File: src/rtl/fetch_pkg.sv
// Shared definitions for the instruction-fetch control path.
package fetch_pkg;

  localparam int          ADDR_W        = 16;
  localparam logic [15:0] STALL_CNT_MAX = 16'hFFFF;

  typedef enum logic [2:0] {
    BOOT     = 3'd0,
    RUN      = 3'd1,
    STALL    = 3'd2,
    REDIRECT = 3'd3,
    HALTED   = 3'd4
  } fetch_state_e;

  typedef struct packed {
    logic pc_enable;
    logic branch_selector;
    logic flush;
    logic if_id_nop;
  } fetch_ctrl_t;

  // Control word held while in BOOT, which is also the reset state.
  localparam fetch_ctrl_t CTRL_RESET = '{pc_enable: 1'b0, branch_selector: 1'b0,
                                         flush: 1'b0, if_id_nop: 1'b1};

  // Maps a state onto the control word the fetch datapath sees in that state.
  function automatic fetch_ctrl_t decode_ctrl(input fetch_state_e s);
    fetch_ctrl_t c;
    c = '0;
    case (s)
      BOOT:     c.if_id_nop = 1'b1;
      RUN:      c.pc_enable = 1'b1;
      STALL:    c = '0;
      REDIRECT: begin
        c.pc_enable       = 1'b1;
        c.branch_selector = 1'b1;
        c.flush           = 1'b1;
      end
      HALTED:   c.if_id_nop = 1'b1;
      default:  c = CTRL_RESET;
    endcase
    return c;
  endfunction

endpackage

File: src/rtl/fetch_controller_if.sv
// Request and control signals exchanged between the pipeline and the fetch controller.
interface fetch_controller_if;
  import fetch_pkg::*;

  logic              load_use_hazard;
  logic              branch_taken;
  logic [ADDR_W-1:0] branch_target;
  logic              halt;
  logic              resume;

  logic              pc_enable;
  logic              branch_selector;
  logic [ADDR_W-1:0] jmp_result;
  logic              flush;
  logic              if_id_nop;
  logic [2:0]        fetch_state;
  logic [15:0]       stall_count;

  // Pipeline side: raises requests, consumes fetch controls.
  modport master (
    output load_use_hazard, branch_taken, branch_target, halt, resume,
    input  pc_enable, branch_selector, jmp_result, flush, if_id_nop,
           fetch_state, stall_count
  );

  // Controller side.
  modport slave (
    input  load_use_hazard, branch_taken, branch_target, halt, resume,
    output pc_enable, branch_selector, jmp_result, flush, if_id_nop,
           fetch_state, stall_count
  );

endinterface

File: src/rtl/sat_counter.sv
// Up-counter that sticks at all-ones instead of wrapping.
module sat_counter #(
  parameter int WIDTH = 16
) (
  input  logic             clk,
  input  logic             rst_n,
  input  logic             en,
  output logic [WIDTH-1:0] count
);

  logic [WIDTH-1:0] count_q, count_d;

  // Next count: advance only when enabled and not already saturated.
  always_comb begin
    count_d = count_q;
    if (en && (count_q != '1)) begin
      count_d = count_q + WIDTH'(1);
    end
  end

  // Count register.
  always_ff @(posedge clk or negedge rst_n) begin
    if (!rst_n) begin
      count_q <= '0;
    end else begin
      count_q <= count_d;
    end
  end

  assign count = count_q;

endmodule

File: src/rtl/fetch_controller.sv
// Fetch-stage sequencer: boot hold-off, stalls, branch redirects and HALT/resume.
module fetch_controller
  import fetch_pkg::*;
#(
  parameter int BOOT_CYCLES = 2
) (
  input logic              clk,
  input logic              rst,
  fetch_controller_if.slave bus
);

  localparam logic [7:0] BOOT_LAST = 8'(BOOT_CYCLES - 1);

  fetch_state_e      state_q, state_d;
  logic [7:0]        boot_cnt_q, boot_cnt_d;
  logic [ADDR_W-1:0] jmp_result_q, jmp_result_d;
  fetch_ctrl_t       ctrl_q, ctrl_d;
  logic              stall_en;
  logic [15:0]       stall_count;

  // Next-state selection; controls are decoded from the next state so they are registered alongside it.
  always_comb begin
    state_d      = state_q;
    boot_cnt_d   = boot_cnt_q;
    jmp_result_d = jmp_result_q;
    case (state_q)
      BOOT: begin
        boot_cnt_d = boot_cnt_q + 8'd1;
        if (boot_cnt_q == BOOT_LAST) begin
          state_d = RUN;
        end
      end
      REDIRECT: begin
        state_d = RUN;
      end
      RUN, STALL, HALTED: begin
        if (bus.branch_taken) begin
          jmp_result_d = bus.branch_target;
          state_d      = REDIRECT;
        end else if (bus.halt) begin
          state_d = HALTED;
        end else if (bus.load_use_hazard && (state_q != HALTED)) begin
          state_d = STALL;
        end else if (bus.resume && (state_q == HALTED)) begin
          state_d = RUN;
        end else if (state_q == STALL) begin
          state_d = RUN;
        end
      end
      default: begin
        state_d = BOOT;
      end
    endcase
    ctrl_d = decode_ctrl(state_d);
  end

  // State, boot counter, redirect target and control registers.
  always_ff @(posedge clk or negedge rst) begin
    if (!rst) begin
      state_q      <= BOOT;
      boot_cnt_q   <= 8'd0;
      jmp_result_q <= '0;
      ctrl_q       <= CTRL_RESET;
    end else begin
      state_q      <= state_d;
      boot_cnt_q   <= boot_cnt_d;
      jmp_result_q <= jmp_result_d;
      ctrl_q       <= ctrl_d;
    end
  end

  assign stall_en = (state_q == STALL) || (state_q == HALTED);

  sat_counter #(.WIDTH(16)) u_stall_cnt (
    .clk   (clk),
    .rst_n (rst),
    .en    (stall_en),
    .count (stall_count)
  );

  assign bus.pc_enable       = ctrl_q.pc_enable;
  assign bus.branch_selector = ctrl_q.branch_selector;
  assign bus.flush           = ctrl_q.flush;
  assign bus.if_id_nop       = ctrl_q.if_id_nop;
  assign bus.jmp_result      = jmp_result_q;
  assign bus.fetch_state     = state_q;
  assign bus.stall_count     = stall_count;

endmodule

File: src/flat_wrapper.sv
// flat-port wrapper written by rule: the top's interface ports become plain ports
module fetch_controller_flat import fetch_pkg::*;
#(
  parameter int BOOT_CYCLES = 2
)
  (clk, rst, bus_load_use_hazard, bus_branch_taken, bus_branch_target, bus_halt, bus_resume, bus_pc_enable, bus_branch_selector, bus_jmp_result, bus_flush, bus_if_id_nop, bus_fetch_state, bus_stall_count);
  fetch_controller_if bus_i ();
  input logic clk;
  input logic rst;
  input wire logic [$bits(bus_i.load_use_hazard)-1:0] bus_load_use_hazard;
  input wire logic [$bits(bus_i.branch_taken)-1:0] bus_branch_taken;
  input wire logic [$bits(bus_i.branch_target)-1:0] bus_branch_target;
  input wire logic [$bits(bus_i.halt)-1:0] bus_halt;
  input wire logic [$bits(bus_i.resume)-1:0] bus_resume;
  output wire logic [$bits(bus_i.pc_enable)-1:0] bus_pc_enable;
  output wire logic [$bits(bus_i.branch_selector)-1:0] bus_branch_selector;
  output wire logic [$bits(bus_i.jmp_result)-1:0] bus_jmp_result;
  output wire logic [$bits(bus_i.flush)-1:0] bus_flush;
  output wire logic [$bits(bus_i.if_id_nop)-1:0] bus_if_id_nop;
  output wire logic [$bits(bus_i.fetch_state)-1:0] bus_fetch_state;
  output wire logic [$bits(bus_i.stall_count)-1:0] bus_stall_count;
  assign bus_i.load_use_hazard = bus_load_use_hazard;
  assign bus_i.branch_taken = bus_branch_taken;
  assign bus_i.branch_target = bus_branch_target;
  assign bus_i.halt = bus_halt;
  assign bus_i.resume = bus_resume;
  assign bus_pc_enable = bus_i.pc_enable;
  assign bus_branch_selector = bus_i.branch_selector;
  assign bus_jmp_result = bus_i.jmp_result;
  assign bus_flush = bus_i.flush;
  assign bus_if_id_nop = bus_i.if_id_nop;
  assign bus_fetch_state = bus_i.fetch_state;
  assign bus_stall_count = bus_i.stall_count;
  fetch_controller #(.BOOT_CYCLES(BOOT_CYCLES)) u_core (.clk(clk), .rst(rst), .bus(bus_i));
endmodule
File: config.mk
export PLATFORM = sky130hd
export DESIGN_NAME = fetch_controller_flat
export DESIGN_NICKNAME = d
export VERILOG_FILES = /design/src/rtl/fetch_pkg.sv /design/src/rtl/fetch_controller_if.sv /design/src/rtl/sat_counter.sv /design/src/rtl/fetch_controller.sv /design/src/flat_wrapper.sv
export SDC_FILE = /design/constraint.sdc
export NUM_CORES = 1
export LEC_CHECK = 0
export CAP_MARGIN = 20
export CORE_MARGIN = 8
export CORE_UTILIZATION = 40
export DETAILED_ROUTE_END_ITERATION = 6
export GPL_TIMING_DRIVEN = 0
export PLACE_DENSITY = 0.68
export REMOVE_ABC_BUFFERS = 1
export SYNTH_ARGS = -nofsm -noshare
export SYNTH_HDL_FRONTEND = slang
export SYNTH_HIERARCHICAL = 1
export SYNTH_SLANG_ARGS = --single-unit
File: constraint.sdc
create_clock -name clk -period 2.6 [get_ports clk]
set_input_delay 0.52 -clock clk [delete_from_list [all_inputs] [get_ports clk]]
set_output_delay 0.52 -clock clk [all_outputs]
set_load 0.1 [all_outputs]
======== Word-level counts from Yosys, hierarchy flattened ========
Cells that the tools add are included.
operators by class
  $add $sub $neg .......................... 2
  equality and inequality tests ........... 10
  muxes and demuxes ....................... 10
  reduce and logical (&&, ||, !) cells .... 9
operators by type and width
  kind                   number
  $mux 3                 6
  $add 16x1->16 const B  1
  $ne 16x16->1 const B   1
  $eq 3x2->1 const B     4
  $pmux 3 s3             1
  $add 8x1->8 const B    1
  $eq 8x1->1 const B     1
  $eq 3x1->1 const B     2
  $reduce_or 3->1        2
  $eq 3x3->1 const B     1
  $logic_and 1x1->1      3
  $logic_not 3->1        1
  $ne 3x3->1 const B     1
  $mux 1                 2
  $mux 2                 1
  $reduce_and 2->1       1
  $reduce_or 2->1        1
  $logic_or 1x1->1       1
word-level totals
  flip-flop bits (word level) ............. 47
  input port bits ......................... 22
  output and inout port bits .............. 39
  word-level logic and storage cells ...... 39

======== Logic depth before layout (Yosys ltp) ========
  word-level depth ........................ 10
  gate-level depth with buffers ........... 7
  gate-level depth less buffers ........... 6

======== Modules after synthesis ========
The synthesis kept the hierarchy.
by module, submodules not included
  module            times used  cells an instance  area each (um^2)  seq. area each (um^2)
  fetch_controller  1           100                1377.6            752.0
  sat_counter       1           72                 859.6             400.4

======== Worst setup path before layout ========
No wires, ideal clock.
  path kind ............................... register -> register
  start point ............................. register u_core.state_q[1], in the netlist u_core/bus.fetch_state[1]
  end point ............................... register u_core.u_stall_cnt.count_q[15], in the netlist u_core/u_stall_cnt/count[15]
  library setup time ...................... 168 ps
  data arrival time ....................... 2404 ps
  data required time ...................... 2432 ps
  setup slack ............................. 28 ps
  cell stages (with the launch flop) ...... 8
  path buffers ............................ 1
  period minus slack after synthesis ...... 2572 ps
  cell sequence ........................... dfrtp_1 buf_2 xnor2_1 nor2_1 nand4_1 nor4_4 and4b_1 a21oi_1
on the way
  word-level cells in the longest chain between the ends .. 3
  elaborated cells between the ends (all ways) .. 4
  classes of those cells .................. eq/ne (2); reduce/logical (2)
RTL lines
  item                                             line                    source
  from (decl)                                      fetch_controller.sv:14  fetch_state_e state_q, state_d;
  from (signal assigned)                           fetch_controller.sv:65  state_q <= state_d;
  $eq 3x2->1 / $eq 3x3->1 (equally long branches)  fetch_controller.sv:72  assign stall_en = (state_q == STALL) || (state_q == HALTED);
  $logic_or 1x1->1 (*)                             fetch_controller.sv:72
  net u_core.stall_en                              fetch_controller.sv:18  logic stall_en;
  $logic_and 1x1->1 (*)                            sat_counter.sv:16       if (en && (count_q != '1)) begin
  to (signal assigned)                             sat_counter.sv:26       count_q <= count_d;
  to (decl)                                        sat_counter.sv:11       logic [WIDTH-1:0] count_q, count_d;
Mark *: on every way through the listed nets, which the timed path passes. The rest lies on a longest branch.
A chain may end at the register's enable or synchronous reset.

======== Worst setup path in the final report ========
  start point ............................. register u_core.u_stall_cnt.count_q[8], in the netlist u_core/u_stall_cnt/count[8]
  end point ............................... output port bus_stall_count[8]
RTL lines
  item       line                source
  to (decl)  flat_wrapper.sv:21  output wire logic [$bits(bus_i.stall_count)-1:0] bus_stall_count;
No word-level cell between the ends.

==> impl_metrics.csv <==
group,metric,value,unit
placement,place_inst,300,
cts,cts_hold_buffers,0,
detailed_routing,routed-via-count,1575,
worst_setup_path,max_stage_delay,1.19,ns
detailed_routing,via_to_cell_ratio,5.11,
grt,globalRouteOverflowTotal,0,
synthesis,synth_sequential_area_ratio,51.5,%
run_status,outcome,"completed",
worst_setup_path,timing.critical_path.slowest_stage_cell,"sky130_fd_sc_hd__clkdlybuf4s50_1",
floorplanning,fp-row-count,27,
finish,num-fill-cells,475,
finish,nets,260,
floorplanning,die_area,8240,um^2
detailed_routing,drt.antenna.violating_nets,0,
cts,clk_transition_reported_paths,0.08,ns
detailed_routing,drtPass1Iterations,4,
worst_setup_path,ff2ff_path_depth,3,
grt,antenna_found_initial,0,
synthesis,netlist.top_cell.by_area,"sky130_fd_sc_hd__dfrtp_1",
worst_setup_path,cp.buffers_inverters,1,
synthesis,synth_ff_type,"sky130_fd_sc_hd__dfrtp_1",
synthesis,yosys_warnings,6,
synthesis,synthesis.instances,172,
synthesis,yosys_register_bits,46,
timing,achievable-frequency,399,MHz
detailed_routing,post-route-drc-count,0,
worst_setup_path,critPathCaptureType,"output port",
synthesis,mappedNetlistArea,2240,um^2
worst_setup_path,path_max_fanout,8,
floorplanning,core_region_area,5440,um^2
hold_path,worst_hold_path_class,"input port to async pin",
synthesis,post_synth_num_cell_types,50,
grt,grt_use_met2,20.8,%
timing,whs,0.144,ns
timing,worst-slew-pin-transition,1.08,ns
worst_setup_path,worst_setup_path_start_kind,"flip-flop",
worst_setup_path,ff2ff_setup_slack,0.32,ns
floorplanning,die_width,90.8,um
placement,post-place-ws,0.200,ns
grt,gr-usage-met3,4.49,%
timing,rsz0062_at_grt,"false",
timing,maxSlewViolCount,0,
synthesis,post_synth.cell_area_avg,13.0,um^2
cts,number_of_buffers_created_by_cts,5,
cts,tritoncts_clock_tree,"built",
cts,root_buffer,"sky130_fd_sc_hd__clkbuf_8",
finish,final-seq-area,1150,um^2
synthesis,yosysMostFrequentCell,"sky130_fd_sc_hd__dfrtp_1",
worst_setup_path,worstPathArrival,1.99,ns
floorplanning,num_io_pins,61,
run,drv.max_cap_violation_count,0,
cts,cts.sink_count,46,
grt,grt_first_pass_wirelength,8.32,mm
grt,grtUsageMet1,14.1,%
synthesis,synth_async_reset_ratio,100,%
placement,dp_hpwl,3.57,mm
finish,multi_input_area,1030,um^2
detailed_routing,totalWireLength,4.83,mm
timing,report.final.setup_viol,0,
timing,layout_worst_path_cycle_share,96.4,%
cts,post_cts_buffers,0,
finish,area.growth.synth_to_final,33.5,%
placement,numPortBuffers,60,
synthesis,synthTopCellsByCount,"sky130_fd_sc_hd__dfrtp_1, sky130_fd_sc_hd__xnor2_1, sky130_fd_sc_hd__nand4_1",
timing,hold_viol,0,
synthesis,yosys-top-cells-area,"sky130_fd_sc_hd__dfrtp_1, sky130_fd_sc_hd__mux2_4, sky130_fd_sc_hd__xnor2_1, sky130_fd_sc_hd__mux2_2, sky130_fd_sc_hd__nand4_1",
grt,grtUsageTotal,12.5,%
worst_setup_path,worstSetupPathType,"flip-flop to output port",
grt,most_utilized_layer_in_the_global_route_result,"met2",
grt,first_global_vias,1681,
cts,worst_skew_pair_later_pin_latency,0.30,ns
worst_setup_path,critPathTopFamily,"buffers and inverters",
cts,maximum_buffer_depth_of_the_clock_tree,2,
cts,clock_tree.htree_level_count,2,
finish,drive_gt1_share,16.9,%
worst_setup_path,cp_cell_sequence,"clkdlybuf4s50_1",
floorplanning,die_height,90.8,um
cts,post_cts_resize_count,3,
timing,relSlewSlack,28.1,%
detailed_routing,routed_wire_length_per_instance,15.7,um
detailed_routing,detail_route.iter0.violations,47,
placement,gp_congestion,0.786,
timing,timing.final.crit_period,2.51,ns
synthesis,synthDominantCellAreaShare,50.3,%
worst_setup_path,worstSetupPathDepth,1,
floorplanning,initial_utilization,41.1,%
timing,post-route-worst-setup-slack,0.0937,ns
worst_setup_path,cp_required,2.08,ns
timing,timing.clock.skew,0.00244,ns
finish,antenna_cells,0,
synthesis,synth_enable_flop_cells,0,
grt,grt_start_max_net_pins,31,
finish,post_layout_nonfiller_instances,308,
[final cells by class]
class	count	area share, %
multi-input combinational	118	34.5
clock inverter	1	0.168
tap	72	3.02
sequential	46	38.6
timing repair buffer	61	20.5
inverter	3	0.377
clock buffer	7	2.89
[cell families after synthesis]
family                   Yosys count  share of synthesized area [%]
AO/OA/AOI/OAI                     27                           9.96
XOR/XNOR                          16                           6.26
adder cells (fa/ha/maj)            3                           1.68
buffers and inverters              8                           2.46
flip-flops                        46                           51.5
multiplexers                      18                           10.5
AND/OR/NAND/NOR                   54                           17.6
[metrics by stage]
stage / util, % / setup TNS, ns / instance area [um^2]
finish: 54.9 / 0 / 2990
detailed placement: 53.3 / 0 / 2900
CTS: 54.9 / 0 / 2990
global placement: 53.0 / -13.58 / 2880
global route: 54.9 / 0 / 2990
floorplan: - / -0.276 / 2190
[final timing paths]
kind / from / to
worst max-delay path: u_core/u_stall_cnt/count[8] / bus_stall_count[8]
worst min-delay path: rst / u_core/bus.jmp_result[4]
worst max register to register: u_core/bus.fetch_state[0] / u_core/bus.jmp_result[2]
worst min register to register: u_core/boot_cnt_q[7] / u_core/boot_cnt_q[7]
max in group asynchronous: rst / u_core/bus.if_id_nop
min in group clk: u_core/boot_cnt_q[7] / u_core/boot_cnt_q[7]
[layout by cell type (no fill, tap or decap), types with 7 or more instances in the layout]
cell type and n:
sky130_fd_sc_hd__clkdlybuf4s50_1 56, sky130_fd_sc_hd__dfrtp_1 45, sky130_fd_sc_hd__mux2_2 7, sky130_fd_sc_hd__mux2_4 9, sky130_fd_sc_hd__nand2_1 7, sky130_fd_sc_hd__nand3_1 8
sky130_fd_sc_hd__nand4_1 10, sky130_fd_sc_hd__xnor2_1 11
[metal layers]
metal  wire, um  vias up
met3        280        6
met2       2370       38
met1       2100      766
met5          0        -
li1           -      765
met4         79        0
[state kept, by name, summed over array words and instances, names as in the netlist]
| name | count |
|---|---|
| u_core/bus.jmp_result | 16 |
| u_core/u_stall_cnt/count | 16 |
| u_core/boot_cnt_q | 8 |
| u_core/bus.fetch_state | 3 |
| u_core/bus.pc_enable | 1 |
| u_core/bus.if_id_nop | 1 |
| u_core/bus.branch_selector | 1 |
Power is not shown: default switching activity piles up to over one toggle a cycle in this logic, so the estimate is an artifact.
